--- config.mk ---
export PLATFORM = sky130hd
export DESIGN_NAME = ace_aw_snoop_issuer
export DESIGN_NICKNAME = d
export VERILOG_FILES = /design/src/rtl/ace_aw_snoop_issuer.sv
export SDC_FILE = /design/constraint.sdc
export NUM_CORES = 1
export LEC_CHECK = 0
export CAP_MARGIN = 20
export CORE_UTILIZATION = 37
export CTS_CLUSTER_SIZE = 40
export DETAILED_ROUTE_END_ITERATION = 10
export GPL_TIMING_DRIVEN = 1
export PLACE_DENSITY = 0.8
export SLEW_MARGIN = 20
export SYNTH_ARGS = -nofsm -noshare
export SYNTH_HDL_FRONTEND = slang
export SYNTH_SLANG_ARGS = --single-unit
--- constraint.sdc ---
create_clock -name clk_i -period 1.85 [get_ports clk_i]
set_input_delay 0.555 -clock clk_i [delete_from_list [all_inputs] [get_ports clk_i]]
set_output_delay 0.555 -clock clk_i [all_outputs]
set_load 0.005 [all_outputs]
--- src/rtl/ace_aw_snoop_issuer.sv ---
// ace_aw_snoop_issuer
//   Sits downstream of the AW transaction decoder in the ACE write path. It takes
//   one AW beat at a time, together with the decoder verdict. If snooping is
//   needed, it broadcasts one AC request to every port except the originator and
//   collects all CR responses. It then forwards the AW with the OR-ed DataTransfer
//   and Error results. Illegal AWs are dropped, and a one-cycle error pulse
//   reports the drop.
// Ports
//   clk_i, rst_ni                 clock (rising edge), async active-low reset
//   aw_valid_i/aw_ready_o/aw_i    upstream AW channel, plus src_idx_i,
//                                 acsnoop_i, snooping_i and illegal_trs_i
//   ac_valid_o/ac_ready_i         per-port AC handshake; ac_addr_o, ac_snoop_o
//                                 and ac_prot_o are shared by all ports
//   cr_valid_i/cr_ready_o         per-port CR handshake with a 5-bit cr_resp_i
//   aw_valid_o/aw_ready_i/aw_o    downstream AW channel, with snoop_data_o and
//                                 snoop_err_o
//   illegal_o                     pulse: an illegal AW was accepted and dropped

package ace_aw_snoop_issuer_pkg;
  typedef struct packed {
    logic [3:0]  id;
    logic [31:0] addr;
    logic [7:0]  len;
    logic [2:0]  size;
    logic [1:0]  burst;
    logic [2:0]  prot;
    logic [2:0]  snoop;
    logic [1:0]  domain;
    logic [1:0]  bar;
  } aw_chan_t;
endpackage

module ace_aw_snoop_issuer #(
  parameter int unsigned NumPorts = 2,
  // AddrW must match the width of aw_chan_t.addr
  parameter int unsigned AddrW    = 32,
  parameter type         aw_chan_t = ace_aw_snoop_issuer_pkg::aw_chan_t,
  parameter int unsigned IdxW     = (NumPorts > 1) ? $clog2(NumPorts) : 1
) (
  input  logic                     clk_i,
  input  logic                     rst_ni,
  input  logic                     aw_valid_i,
  output logic                     aw_ready_o,
  input  aw_chan_t                 aw_i,
  input  logic [IdxW-1:0]          src_idx_i,
  input  logic [3:0]               acsnoop_i,
  input  logic                     snooping_i,
  input  logic                     illegal_trs_i,
  output logic [NumPorts-1:0]      ac_valid_o,
  input  logic [NumPorts-1:0]      ac_ready_i,
  output logic [AddrW-1:0]         ac_addr_o,
  output logic [3:0]               ac_snoop_o,
  output logic [2:0]               ac_prot_o,
  input  logic [NumPorts-1:0]      cr_valid_i,
  output logic [NumPorts-1:0]      cr_ready_o,
  input  logic [NumPorts-1:0][4:0] cr_resp_i,
  output logic                     aw_valid_o,
  input  logic                     aw_ready_i,
  output aw_chan_t                 aw_o,
  output logic                     snoop_data_o,
  output logic                     snoop_err_o,
  output logic                     illegal_o
);

  typedef enum logic [1:0] {IDLE, SNOOP, FWD} state_e;

  state_e              state_q, state_d;
  aw_chan_t            aw_q, aw_d;
  logic [3:0]          acsnoop_q, acsnoop_d;
  logic [NumPorts-1:0] ac_pend_q, ac_pend_d;
  logic [NumPorts-1:0] cr_pend_q, cr_pend_d;
  logic                data_q, data_d;
  logic                err_q, err_d;
  logic                illegal_q, illegal_d;

  logic [NumPorts-1:0] snoop_mask;
  logic [NumPorts-1:0] ac_hs;
  logic [NumPorts-1:0] cr_hs;
  logic [NumPorts-1:0] resp_data;
  logic [NumPorts-1:0] resp_err;
  logic                resp_unused;

  // After capture, the originator exists only as the missing bit in the
  // pending masks. This is why src_idx_i does not need its own register.
  assign snoop_mask = ~(NumPorts'(1) << src_idx_i);

  // A CR is taken only once the AC on the same port has completed.
  assign cr_ready_o = cr_pend_q & ~ac_pend_q;
  assign ac_hs      = ac_pend_q & ac_ready_i;
  assign cr_hs      = cr_valid_i & cr_ready_o;

  always_comb begin
    resp_data = '0;
    resp_err  = '0;
    for (int p = 0; p < NumPorts; p++) begin
      resp_data[p] = cr_resp_i[p][0];
      resp_err[p]  = cr_resp_i[p][1];
    end
  end

  // PassDirty/IsShared/WasUnique are not used for the write-path aggregate.
  assign resp_unused = ^cr_resp_i;

  assign aw_ready_o   = (state_q == IDLE);
  assign aw_valid_o   = (state_q == FWD);
  assign ac_valid_o   = ac_pend_q;
  assign aw_o         = aw_q;
  assign ac_addr_o    = aw_q.addr;
  assign ac_prot_o    = aw_q.prot;
  assign ac_snoop_o   = acsnoop_q;
  assign snoop_data_o = data_q;
  assign snoop_err_o  = err_q;
  assign illegal_o    = illegal_q;

  always_comb begin
    state_d   = state_q;
    aw_d      = aw_q;
    acsnoop_d = acsnoop_q;
    ac_pend_d = ac_pend_q;
    cr_pend_d = cr_pend_q;
    data_d    = data_q;
    err_d     = err_q;
    illegal_d = 1'b0;
    unique case (state_q)
      IDLE: begin
        if (aw_valid_i) begin
          aw_d      = aw_i;
          acsnoop_d = acsnoop_i;
          data_d    = 1'b0;
          err_d     = 1'b0;
          // An illegal verdict overrides a snoop request.
          if (illegal_trs_i) begin
            illegal_d = 1'b1;
          end else if (snooping_i && (snoop_mask != '0)) begin
            ac_pend_d = snoop_mask;
            cr_pend_d = snoop_mask;
            state_d   = SNOOP;
          end else begin
            state_d   = FWD;
          end
        end
      end
      SNOOP: begin
        ac_pend_d = ac_pend_q & ~ac_hs;
        cr_pend_d = cr_pend_q & ~cr_hs;
        data_d    = data_q | (|(cr_hs & resp_data));
        err_d     = err_q  | (|(cr_hs & resp_err));
        if ((ac_pend_d == '0) && (cr_pend_d == '0)) begin
          state_d = FWD;
        end
      end
      FWD: begin
        if (aw_ready_i) begin
          state_d = IDLE;
        end
      end
      default: state_d = IDLE;
    endcase
  end

  always_ff @(posedge clk_i or negedge rst_ni) begin
    if (!rst_ni) begin
      state_q   <= IDLE;
      aw_q      <= '0;
      acsnoop_q <= '0;
      ac_pend_q <= '0;
      cr_pend_q <= '0;
      data_q    <= 1'b0;
      err_q     <= 1'b0;
      illegal_q <= 1'b0;
    end else begin
      state_q   <= state_d;
      aw_q      <= aw_d;
      acsnoop_q <= acsnoop_d;
      ac_pend_q <= ac_pend_d;
      cr_pend_q <= cr_pend_d;
      data_q    <= data_d;
      err_q     <= err_d;
      illegal_q <= illegal_d;
    end
  end

endmodule
==> summary.txt <==
Route
  – Vias per std cell: 4.58
  – Detail Route Antenna Nets: 0
  – Vias: 2324
  – DRC viols: 0
  – Per-cell routed wire length: 14.1 µm
  – DRT Wirelength: 7160 µm
  – Router iterations before antenna repair: 3
  – Iteration-0 DRC count of the detailed router: 42

Synth
  – Synthesized flop and latch total: 72
  – Mux cell area share after synthesis: between 20% and 30%
  – Cell area after synthesis: 3140 µm²
  – Post-Syn Nets: 306
  – XOR/XNOR share of the synthesized area: 0%
  – Synth Area in Compound Gates: 2.87%
  – Cells after Synth: 222
  – Synth area leaders: dfrtp_1 (57%), mux2_1 (13%), mux2_2 (9.3%)
  – Syn Area/Cell: 14.1 µm²
  – Sequential fraction of the synthesis area: 57.5%
  – Area leader, netlist: dfrtp_1
  – Yosys warns: 0
  – Synth unique cells: 28
  – Largest family of logic cells by synthesized area: multiplexers
  – Post-Synth Simple-Gate Area: under 10%
  – Yosys top cell area share: around 57%
  – Adder-Cell Fraction of Synth Area: 0%

Clocking
  – CTS max path bufs: 2
  – TritonCTS clock tree: done
  – Htree depth: 3
  – Clk_lat worst skew: 0.33 ns
  – Clock sink count: 72
  – Clk pin slew, worst setup/hold paths: approximately 0.080 ns
  – CTS root buf: clkbuf_8
  – Inserted Clock Buffers: 9

Timing
  – RSZ-0062 raised after global routing: no
  – Fin. max-slew vios: 0
  – Fin. Hold Viols: 0
  – Worst Skew: between 0.008 and 0.009 ns
  – Final worst path period need: 1.78 ns
  – Final setup viols: 0
  – Least-Margin Pin Slew: between 0.3 and 0.4 ns
  – Crit share post-route: approximately 96%
  – Max frequency: 0.561 GHz
  – Max-slew headroom: 78.2%
  – Total Neg Setup Slack: 0 ns

Pwr
  – Total internal power: around 6300 µW
  – Logic gate share of total power: 49.7%
  – Sequential share of power: 33.0%
  – Net Sw Frac: 27.1%
  – PnR Total Power: 8640 µW
  – Net Switching: 2340 µW
  – Peak supply drop: ~0.77 mV
  – Leakage: 0.00220 µW
  – Pwr dens: 1650 nW/µm²
  – Clock Power Share: between 10% and 20%

Final layout
  – ANT cells: 0
  – Fillers: about 640
  – Nets@finish: 481
  – Area Growth Syn to Fin: 67.2%
  – Share of post-route cells with drive strength above 1: roughly 18%

GRT
  – Total grt overflow: 0
  – Largest net degree at the start of global routing: 54
  – Initial antenna violation count: 0
  – Number of global-route vias before repair: between 2000 and 2500
  – Total GRT Usage: between 15 and 20%
  – First-pass GRT wire length: approximately 11000 µm

Floorplanning
  – Num ports: between 150 and 200
  – Die area: around 8800 µm²
  – Die W: 94.1 µm
  – Core area: 8220 µm²
  – Starting Density: 38.2%
  – FP Rows: 33
  – Die Height: ~94 µm

Worst setup path
  – Worst reg-to-reg setup slack: 0.10 ns
  – Top Family by Delay on Critical Path: buffers and inverters
  – CP bufs+invs: 1
  – Worst Path Max Fanout: 3
  – Critical path capture point type: primary output
  – Master of the slowest instance on the critical path: clkdlybuf4s50_1
  – RR Startpoint: state_q[0]$_DFFE_PN0P_
  – Reg2reg path depth: 6
  – Crit path arrival time: 1.23 ns
  – CP required: 1.29 ns
  – Worst flop-to-flop path endpoint: aw_o[57]$_DFFE_PN0P_
  – Max incr delay on CP: 0.52 ns
  – Crit start category: flip-flop
  – WS Path Type: reg -> out
  – Cell Chain, Critical Path: clkdlybuf4s50_1

Outcome
  – Run status: finished clean

Worst hold path
  – Hold Crit Class: in -> async

Run
  – Max-Cap Viols: 0

Place
  – Global placement routability congestion: 0.850
  – IO Port Bufs: 184
  – DP Wirelength: 5500 µm
==> final cells by class <==
cell class / count / area (µm²) / share of cell area (%)
flip-flops and latches: 72 / 1800 / 34.4
inverters: 4 / 15.0 / 0.286
repair buffers: 208 / 2050 / 39.2
multi-input cells: 102 / 995 / 19.0
well taps: 105 / 131 / 2.51
clock inverters: 5 / 104 / 1.98
clock buffers: 11 / 141 / 2.70
==> power groups by stage <==
| stage | registers (µW) | logic [µW] | clock network (µW) |
|---|---|---|---|
| floorplan | 2910 | 1830 | 0 |
| global placement | 2860 | 4120 | 0 |
| detailed placement | 2930 | 4200 | 0 |
| CTS | 2870 | 4360 | 1540 |
| global route | 2980 | 4630 | 1630 |
| finish | 2850 | 4290 | 1500 |
==> flip-flops by register name, indices dropped and copies added (netlist names) <==
name,cells
state_q,2
illegal_o,1
ac_valid_o,2
cr_pend_q,2
ac_addr_o,32
ac_snoop_o,4
snoop_data_o,1
ac_prot_o,3
snoop_err_o,1
aw_o,24
==> synthesized netlist by cell type (all sizes together) <==
cell    instances
a21o            1
a21oi           1
a22o            1
a41o            1
a41oi           1
and2            1
buf            43
clkbuf          1
dfrtp          72
inv             4
mux2           63
nand2           2
nand2b          7
nand3           4
nand3b          1
nand4           4
nor2            1
nor2b           4
nor3b           1
o211ai          2
o21ba           1
o21bai          1
o221ai          2
or4             1
or4b            2
==> worst max-delay path by stage <==
| stage | start | endpoint | slack (ns) | cells after the start |
|---|---|---|---|---|
| finish | ac_addr_o[14]$_DFFE_PN0P_ | aw_o[37] | 0.07 | 1 |
| global route | ac_addr_o[2]$_DFFE_PN0P_ | aw_o[25] | 0.005 | 1 |
| CTS | ac_prot_o[1]$_DFFE_PN0P_ | ac_prot_o[1] | 0.02 | 1 |
| detailed placement | aw_valid_i | ac_addr_o[5]$_DFFE_PN0P_ | -0.27 | 4 |
| global placement | aw_valid_i | aw_o[2]$_DFFE_PN0P_ | -0.24 | 4 |
| floorplan | aw_valid_i | ac_addr_o[11]$_DFFE_PN0P_ | 0.34 | 4 |
==> cells in the final DEF (no fill, tap or decap), drive strengths merged, types with 2 or more instances in the layout <==
master           n
clkdlybuf4s50  176
clkinv           2
nand3            4
mux2            63
o211ai           2
nand4            4
buf             25
dfrtp           72
or4b             2
dlygate4sd2      4
nand2            2
nand2b           7
bufinv           3
o221ai           2
clkbuf          11
inv              4
nor2b            4
clkdlybuf4s15    2
==> layer usage <==
layer | wire (µm) | track usage, %
met5 | 0 | 0
met4 | 74 | 4.62
met3 | 509 | 4.05
met2 | 3830 | 30.6
met1 | 2740 | 19.5
==> logic make-up after synthesis <==
logic type | after synthesis
AO/OA/AOI/OAI | 11
buffers and inverters | 48
flip-flops | 72
multiplexers | 63
AND/OR/NAND/NOR | 28
==> what timing repair did <==
| action | 4_1_cts | 5_1_grt |
|---|---|---|
| setup buffers | 9 | 1 |
| gates cloned | 0 | 0 |
| endpoints found under the setup margin | 6 | 4 |
| hold buffers | 0 | 0 |
| gates resized for setup | 10 | 3 |
==> stage by stage <==
stage	instances	instance area (µm²)	util, %	setup slack (ns)	hold slack [ns]
after floorplan	222	3140	-	0.337	0.259
after global placement	481	4910	59.8	-0.238	0.452
after detailed placement	481	4910	59.8	-0.270	0.455
after CTS	506	5230	63.7	0.0187	0.0840
after global routing	507	5240	63.8	0.00511	0.0912
final	507	5240	63.8	0.0689	0.0916
Note: power is estimated with default switching activity, not from simulation.
